$ cat src/rtl/gpu_pkg.sv
// Shared types for the GPU blit front end: walker states, pixel size, command bundle.
// Latency: n/a (types and a helper function only).
// Backpressure: n/a.
package gpu_pkg;

  localparam int GPU_COORD_W = 16;
  localparam int GPU_ADDR_W  = 32;
  localparam int GPU_SCALE_W = 4;

  // Pixels are 16-bit; every address in this block is a byte address.
  localparam int PIXEL_BYTES = 2;

  typedef enum logic {
    IDLE = 1'b0,
    RUN  = 1'b1
  } walker_state_e;

  // Full payload of one blit command as presented on the re_* port group.
  typedef struct packed {
    logic [GPU_ADDR_W-1:0]  base_address;
    logic [GPU_COORD_W-1:0] image_width;
    logic [GPU_COORD_W-1:0] src_x;
    logic [GPU_COORD_W-1:0] src_y;
    logic [GPU_COORD_W-1:0] width;
    logic [GPU_COORD_W-1:0] height;
    logic [GPU_COORD_W-1:0] dst_x;
    logic [GPU_COORD_W-1:0] dst_y;
    logic [GPU_SCALE_W-1:0] scale_x;
    logic [GPU_SCALE_W-1:0] scale_y;
    logic                   flip_x;
    logic                   flip_y;
  } blit_cmd_t;

  // A scale factor of zero means "no scaling".
  function automatic logic [GPU_SCALE_W-1:0] eff_scale(input logic [GPU_SCALE_W-1:0] s);
    return (s == '0) ? GPU_SCALE_W'(1) : s;
  endfunction

endpackage

$ cat src/rtl/gpu_axis_counter.sv
// One walk axis: source index + repeat counter, destination coordinate and an address accumulator.
// Latency: load takes effect next cycle; every step_i advances state by one beat on that axis.
// Backpressure: state only moves when step_i is high, so the caller stalls it by withholding step_i.
// Ports: load_i latches size/scale/flip/dst/accumulator start+stride; step_i advances one beat;
//        dst_o = current destination coordinate, acc_o = current address contribution,
//        done_o = last index and last repeat (next step wraps back to the start).
module gpu_axis_counter
  import gpu_pkg::*;
#(
  parameter int COORD_W = GPU_COORD_W,
  parameter int ADDR_W  = GPU_ADDR_W,
  parameter int SCALE_W = GPU_SCALE_W
) (
  input  logic               clk,
  input  logic               rst,
  input  logic               load_i,
  input  logic               step_i,
  input  logic [COORD_W-1:0] size_i,
  input  logic [COORD_W-1:0] dst_i,
  input  logic [SCALE_W-1:0] scale_i,
  input  logic               flip_i,
  input  logic [ADDR_W-1:0]  acc_init_i,
  input  logic [ADDR_W-1:0]  acc_step_i,
  output logic [COORD_W-1:0] dst_o,
  output logic [ADDR_W-1:0]  acc_o,
  output logic               done_o
);

  logic [COORD_W-1:0] size_q, dst0_q;
  logic [SCALE_W-1:0] scale_q;
  logic               flip_q;
  logic [ADDR_W-1:0]  init_q, stride_q;

  logic [COORD_W-1:0] idx_q, idx_d, dst_q, dst_d;
  logic [SCALE_W-1:0] rep_q, rep_d;
  logic [ADDR_W-1:0]  acc_q, acc_d;

  assign done_o = (idx_q == size_q - 1'b1) && (rep_q == scale_q - 1'b1);
  assign dst_o  = dst_q;
  assign acc_o  = acc_q;

  always_comb begin
    idx_d = idx_q;
    rep_d = rep_q;
    dst_d = dst_q;
    acc_d = acc_q;
    if (load_i) begin
      idx_d = '0;
      rep_d = '0;
      dst_d = dst_i;
      acc_d = acc_init_i;
    end else if (step_i) begin
      if (done_o) begin
        // Wrap to the start of the axis for the next row (or next command).
        idx_d = '0;
        rep_d = '0;
        dst_d = dst0_q;
        acc_d = init_q;
      end else begin
        dst_d = dst_q + 1'b1;
        if (rep_q == scale_q - 1'b1) begin
          rep_d = '0;
          idx_d = idx_q + 1'b1;
          // The start value already points at the mirrored end, so a mirrored axis walks backwards.
          acc_d = flip_q ? acc_q - stride_q : acc_q + stride_q;
        end else begin
          rep_d = rep_q + 1'b1;
        end
      end
    end
  end

  always_ff @(posedge clk) begin
    if (rst) begin
      idx_q <= '0;
      rep_q <= '0;
    end else begin
      idx_q <= idx_d;
      rep_q <= rep_d;
    end
    dst_q <= dst_d;
    acc_q <= acc_d;
  end

  always_ff @(posedge clk) begin
    if (load_i) begin
      size_q   <= size_i;
      scale_q  <= scale_i;
      flip_q   <= flip_i;
      dst0_q   <= dst_i;
      init_q   <= acc_init_i;
      stride_q <= acc_step_i;
    end
  end

endmodule

$ cat src/rtl/gpu_blit_walker.sv
// Blit walker: takes one command, emits one beat (source byte address + dst x/y) per destination pixel.
// Latency: first beat the cycle after the command handshake, then 1 beat/cycle; one idle cycle between commands.
// Backpressure: se_* hold while se_ready=0; re_ready is only high in IDLE.
// Ports: clk/rst (sync, active-high); re_* command handshake and payload;
//        se_valid/se_ready beat handshake, se_address, se_dst_x/se_dst_y, se_last on the final beat.
module gpu_blit_walker
  import gpu_pkg::*;
#(
  parameter int COORD_W = GPU_COORD_W,
  parameter int ADDR_W  = GPU_ADDR_W,
  parameter int SCALE_W = GPU_SCALE_W
) (
  input  logic               clk,
  input  logic               rst,
  input  logic               re_valid,
  output logic               re_ready,
  input  logic [ADDR_W-1:0]  re_base_address,
  input  logic [COORD_W-1:0] re_image_width,
  input  logic [COORD_W-1:0] re_src_x,
  input  logic [COORD_W-1:0] re_src_y,
  input  logic [COORD_W-1:0] re_width,
  input  logic [COORD_W-1:0] re_height,
  input  logic [COORD_W-1:0] re_dst_x,
  input  logic [COORD_W-1:0] re_dst_y,
  input  logic [SCALE_W-1:0] re_scale_x,
  input  logic [SCALE_W-1:0] re_scale_y,
  input  logic               re_flip_x,
  input  logic               re_flip_y,
  output logic               se_valid,
  input  logic               se_ready,
  output logic [ADDR_W-1:0]  se_address,
  output logic [COORD_W-1:0] se_dst_x,
  output logic [COORD_W-1:0] se_dst_y,
  output logic               se_last
);

  blit_cmd_t     cmd;
  walker_state_e state_q, state_d;
  logic          re_ready_q, re_ready_d;
  logic          accept, load, beat_hs, x_done, y_done;
  logic [COORD_W-1:0] ex0, ey0;
  logic [ADDR_W-1:0]  col_step, row_step, col_init, row_init, col_acc, row_acc;

  always_comb begin
    cmd.base_address = re_base_address;
    cmd.image_width  = re_image_width;
    cmd.src_x        = re_src_x;
    cmd.src_y        = re_src_y;
    cmd.width        = re_width;
    cmd.height       = re_height;
    cmd.dst_x        = re_dst_x;
    cmd.dst_y        = re_dst_y;
    cmd.scale_x      = eff_scale(re_scale_x);
    cmd.scale_y      = eff_scale(re_scale_y);
    cmd.flip_x       = re_flip_x;
    cmd.flip_y       = re_flip_y;
  end

  assign accept   = re_valid && re_ready_q;
  // Empty rectangles are consumed without leaving IDLE.
  assign load     = accept && (cmd.width != '0) && (cmd.height != '0);
  assign se_valid = (state_q == RUN);
  assign beat_hs  = se_valid && se_ready;
  assign se_last  = se_valid && x_done && y_done;
  assign re_ready = re_ready_q;
  assign se_address = row_acc + col_acc;

  // Start addresses for the first beat; the row start is the only multiply and runs at latch time.
  always_comb begin
    ex0      = cmd.flip_x ? cmd.width - 1'b1 : '0;
    ey0      = cmd.flip_y ? cmd.height - 1'b1 : '0;
    col_step = ADDR_W'(PIXEL_BYTES);
    row_step = ADDR_W'(PIXEL_BYTES) * ADDR_W'(cmd.image_width);
    col_init = col_step * (ADDR_W'(cmd.src_x) + ADDR_W'(ex0));
    row_init = cmd.base_address + row_step * (ADDR_W'(cmd.src_y) + ADDR_W'(ey0));
  end

  gpu_axis_counter #(.COORD_W(COORD_W), .ADDR_W(ADDR_W), .SCALE_W(SCALE_W)) u_x_axis (
    .clk        (clk),
    .rst        (rst),
    .load_i     (load),
    .step_i     (beat_hs),
    .size_i     (cmd.width),
    .dst_i      (cmd.dst_x),
    .scale_i    (cmd.scale_x),
    .flip_i     (cmd.flip_x),
    .acc_init_i (col_init),
    .acc_step_i (col_step),
    .dst_o      (se_dst_x),
    .acc_o      (col_acc),
    .done_o     (x_done)
  );

  // The row axis only moves when the column axis wraps.
  gpu_axis_counter #(.COORD_W(COORD_W), .ADDR_W(ADDR_W), .SCALE_W(SCALE_W)) u_y_axis (
    .clk        (clk),
    .rst        (rst),
    .load_i     (load),
    .step_i     (beat_hs && x_done),
    .size_i     (cmd.height),
    .dst_i      (cmd.dst_y),
    .scale_i    (cmd.scale_y),
    .flip_i     (cmd.flip_y),
    .acc_init_i (row_init),
    .acc_step_i (row_step),
    .dst_o      (se_dst_y),
    .acc_o      (row_acc),
    .done_o     (y_done)
  );

  always_comb begin
    state_d = state_q;
    case (state_q)
      IDLE:    if (load) state_d = RUN;
      RUN:     if (beat_hs && se_last) state_d = IDLE;
      default: state_d = IDLE;
    endcase
    // Registered ready stays low through reset and rises the first cycle after it.
    re_ready_d = (state_d == IDLE);
  end

  always_ff @(posedge clk) begin
    if (rst) begin
      state_q    <= IDLE;
      re_ready_q <= 1'b0;
    end else begin
      state_q    <= state_d;
      re_ready_q <= re_ready_d;
    end
  end

endmodule

$ cat config.mk
export PLATFORM = sky130hd
export DESIGN_NAME = gpu_blit_walker
export DESIGN_NICKNAME = d
export VERILOG_FILES = /design/src/rtl/gpu_pkg.sv /design/src/rtl/gpu_axis_counter.sv /design/src/rtl/gpu_blit_walker.sv
export SDC_FILE = /design/constraint.sdc
export NUM_CORES = 1
export LEC_CHECK = 0
export ABC_AREA = 1
export ABC_CLOCK_PERIOD_IN_PS = 27400
export BUFFER_PORTS_ARGS = -buffer_cell sky130_fd_sc_hd__buf_2
export CAP_MARGIN = 25
export CORE_MARGIN = 2
export CORE_UTILIZATION = 44
export DETAILED_ROUTE_END_ITERATION = 8
export HOLD_SLACK_MARGIN = 0.1
export PLACE_DENSITY = 0.68
export SLEW_MARGIN = 5
export SYNTH_ARGS = -nofsm -noshare
export SYNTH_HDL_FRONTEND = slang
export SYNTH_SLANG_ARGS = --single-unit
$ cat constraint.sdc
create_clock -name clk -period 27.4 [get_ports clk]
set_input_delay 1.37 -clock clk [delete_from_list [all_inputs] [get_ports clk]]
set_output_delay 1.37 -clock clk [all_outputs]
set_load 0.01 [all_outputs]
==> metrics.md <==
| Metric | Value |
|---|---|
| Area Overhead vs Synth | `9.94%` |
| Number of top-level pins | `225` |
| Library cells used by synthesis | `54` |
| Max-Cap Viols | `0` |
| Num rows | `97` |
| PortBufs | `224` |
| Number of flops mapped to enable cells by yosys | `234` |
| Final period util | `0.391` |
| Commonest cells post-synth | `999 x nand2_1, 665 x inv_1, 390 x nor2_1` |
| First-pass GRT wire length | `144 mm` |
| Final min period | `10.70 ns` |
| Starting Density | `0.445` |
| Top-area cell type share of the netlist area | `0.225` |
| DRT iter0 DRCs | `2065` |
| Hold-fix buffers, CTS | `0` |
| Flops & latches, synth | `277` |
| Most common cell in the netlist | `nand2_1` |
| Largest area contributor in the netlist | `edfxtp_1` |
| Predominant post-synthesis flop cell | `edfxtp_1` |
| Min-delay src | `u_x_axis.acc_o[0]` |
| Final Hold Fails | `0` |
| Slowest-stage cell, CP | `xor2_1` |
| Worst setup startpoint | `re_height[2]` |
| Die extent in y | `271 µm` |
| Fmax | `93.4 MHz` |
| Worst Path Max Fanout | `10` |
| CTS tree | `built` |
| Max-slew violations | `0` |
| Actual slew at the worst max-slew pin | `1.04 ns` |
| Routed length per instance | `17.5 µm` |
| Required time of the critical path | `27.74 ns` |
| Top cell by count, worst path | `inv_1` |
| H-Tree Depth | `1` |
| Syn_nets | `4757` |
| CTS Buffer Depth | `3` |
| Final Net Count | `4949` |
| Slowest stage delay, CP | `0.84 ns` |
| GRT Total Usage | `0.248` |
| Final wirelength | `92.5 mm` |
| Clk_skew | `0.0269 ns` |
| Total number of vias | `27500` |
| Kind of critical path | `in -> reg` |
| Inserted Clock Buffers | `31` |
| DRC viols | `0` |
| Hold/Removal Path Class | `reg -> reg` |
| Die ar. | `73200 µm²` |
| Status | `finished, final reports clean` |
| Clock insertion delay at the later pin of the skew report | `0.61 ns` |
| Worst EP arrival | `11.04 ns` |
| Largest net degree at the start of global routing | `139` |
| Synth Area per Inst | `7.59 µm²` |
| Post-CTS resize count | `0` |
| Die Wd | `271 µm` |
| Top post-synthesis cells by area | `edfxtp_1 22%, fa_1 14%, nand2_1 12%, ha_1 10%, inv_1 8.0%` |
| Router iterations before antenna repair | `6` |
| Clock slew at reported path FFs | `0.07 ns` |
| Core ar. | `70300 µm²` |
| Sequential share of the synthesized area | `0.252` |
| Post-synthesis cell area | `31300 µm²` |
| Fraction of layout cells with a size suffix above 1 | `0.0837` |
| CTS root buffer | `clkbuf_16` |
| Post-CTS Setup Bufs | `0` |
| Crit. End Element | `flop` |
| Final setup viols | `0` |
| Critical path launch point type | `primary input` |
| GRT overflow | `0` |
| RR Startpoint | `u_y_axis.stride_q[1]` |
| Fillers | `6973` |
| Detail Route Antenna Nets | `0` |
| RSZ-0062 raised after global routing | `false` |
| Post-synth ARST share | `0` |
| Worst hold slack | `0.455 ns` |
| Placer Congestion | `1.02` |
| Mapped Cells | `4124` |
| Rel. slew slack | `0.304` |
| Initial antenna violation count | `2` |
| Vias in the first global route | `26500` |
| Final HPWL DP | `75.8 mm` |
| Vias/cell | `5.21` |
| Total Neg Setup Slack | `0 ns` |
| Sink Count | `277` |
| Synth Warn # | `0` |
flip-flops by register name (all words and copies together), names as in the netlist, 4 cells and up:
name	flops
u_y_axis.size_q	16
u_x_axis.dst0_q	16
u_x_axis.init_q	17
u_y_axis.acc_o	32
u_y_axis.dst_o	16
u_y_axis.init_q	32
u_y_axis.idx_q	16
u_x_axis.dst_o	16
u_y_axis.stride_q	16
u_y_axis.scale_q	4
u_x_axis.rep_q	4
u_x_axis.idx_q	16
u_y_axis.rep_q	4
u_x_axis.size_q	16
u_x_axis.scale_q	4
u_y_axis.dst0_q	16
u_x_axis.acc_o	32
final timing paths:
path / to / slack [ns] / cells past startpoint
setup / recovery: u_y_axis.acc_o[29] / 16.70 / 42
hold / removal: u_x_axis.acc_o[0] / 0.45 / 2
setup reg to reg: u_y_axis.acc_o[25] / 23.01 / 19
hold reg to reg: u_x_axis.acc_o[0] / 0.45 / 2
worst max-delay path, delay by kind of cell:
family	cells	cell delay, ns
xor gates and xnor gates	2	1.00
AOI/OAI and AO/OA	10	2.22
and+or+nand+nor	13	1.75
buffers and inverters	8	0.88
adders and majority gates	9	3.81
cell families (layout without fill, tap and decap cells):
family | after synthesis | after routing | synth area share
and+or+nand+nor | 1774 | 1774 | 0.237
buffers and inverters | 765 | 978 | 0.0941
AOI/OAI and AO/OA | 578 | 578 | 0.104
adders and majority gates | 475 | 475 | 0.241
DFF | 277 | 277 | 0.252
xor gates and xnor gates | 255 | 255 | 0.0716
other | 0 | 2 | 0
routing by layer:
layer,share of wire,track usage,vias up
met5,0,0,-
met2,0.46,0.410,790
li1,-,-,13700
met4,0.031,0.0787,0
met1,0.45,0.339,12900
met3,0.059,0.0274,141
layout by cell type (no fill, tap or decap), drive strengths merged, types with 12 or more instances in the layout:
cell / synthesis / routed
inv: 676 / 677
nand2: 1005 / 1005
buf: 22 / 239
fa: 213 / 213
and2: 12 / 12
clkbuf: 58 / 37
nand3: 183 / 183
a21o: 23 / 23
o211ai: 39 / 39
dfxtp: 43 / 43
or2: 33 / 33
nor4: 16 / 16
xor2: 177 / 177
nor2: 403 / 403
edfxtp: 234 / 234
ha: 262 / 262
a21oi: 249 / 249
o21bai: 17 / 17
clkinv: 9 / 18
nor3: 58 / 58
a21boi: 15 / 15
o21ai: 192 / 192
a31oi: 15 / 15
nand4: 41 / 41
xnor2: 78 / 78
layout make-up:
cell class	instances	area, µm²	share of cell area
Multi-Input combinational cell	3082	20500	0.595
Inverter	685	2580	0.0750
Tap cell	940	1180	0.0342
Clock buffer	37	798	0.0232
Sequential cell	277	7890	0.229
Antenna cell	2	5.00	0.000146
Timing Repair Buffer	239	1230	0.0359
Clock inverter	17	254	0.00738
per-stage QoR:
step | utilization | cells | instance area, µm² | setup WS (ns)
floorplan | - | 4124 | 31300 | 17.70
global placement | 0.474 | 5223 | 33300 | 16.37
detailed placement | 0.474 | 5223 | 33300 | 16.20
CTS | 0.489 | 5277 | 34400 | 16.80
global route | 0.489 | 5279 | 34400 | 15.92
finish | 0.489 | 5279 | 34400 | 16.70
Power is left out: the tool's default activity adds up to more than one toggle a clock period on the data nets, which glitch-free logic cannot reach.
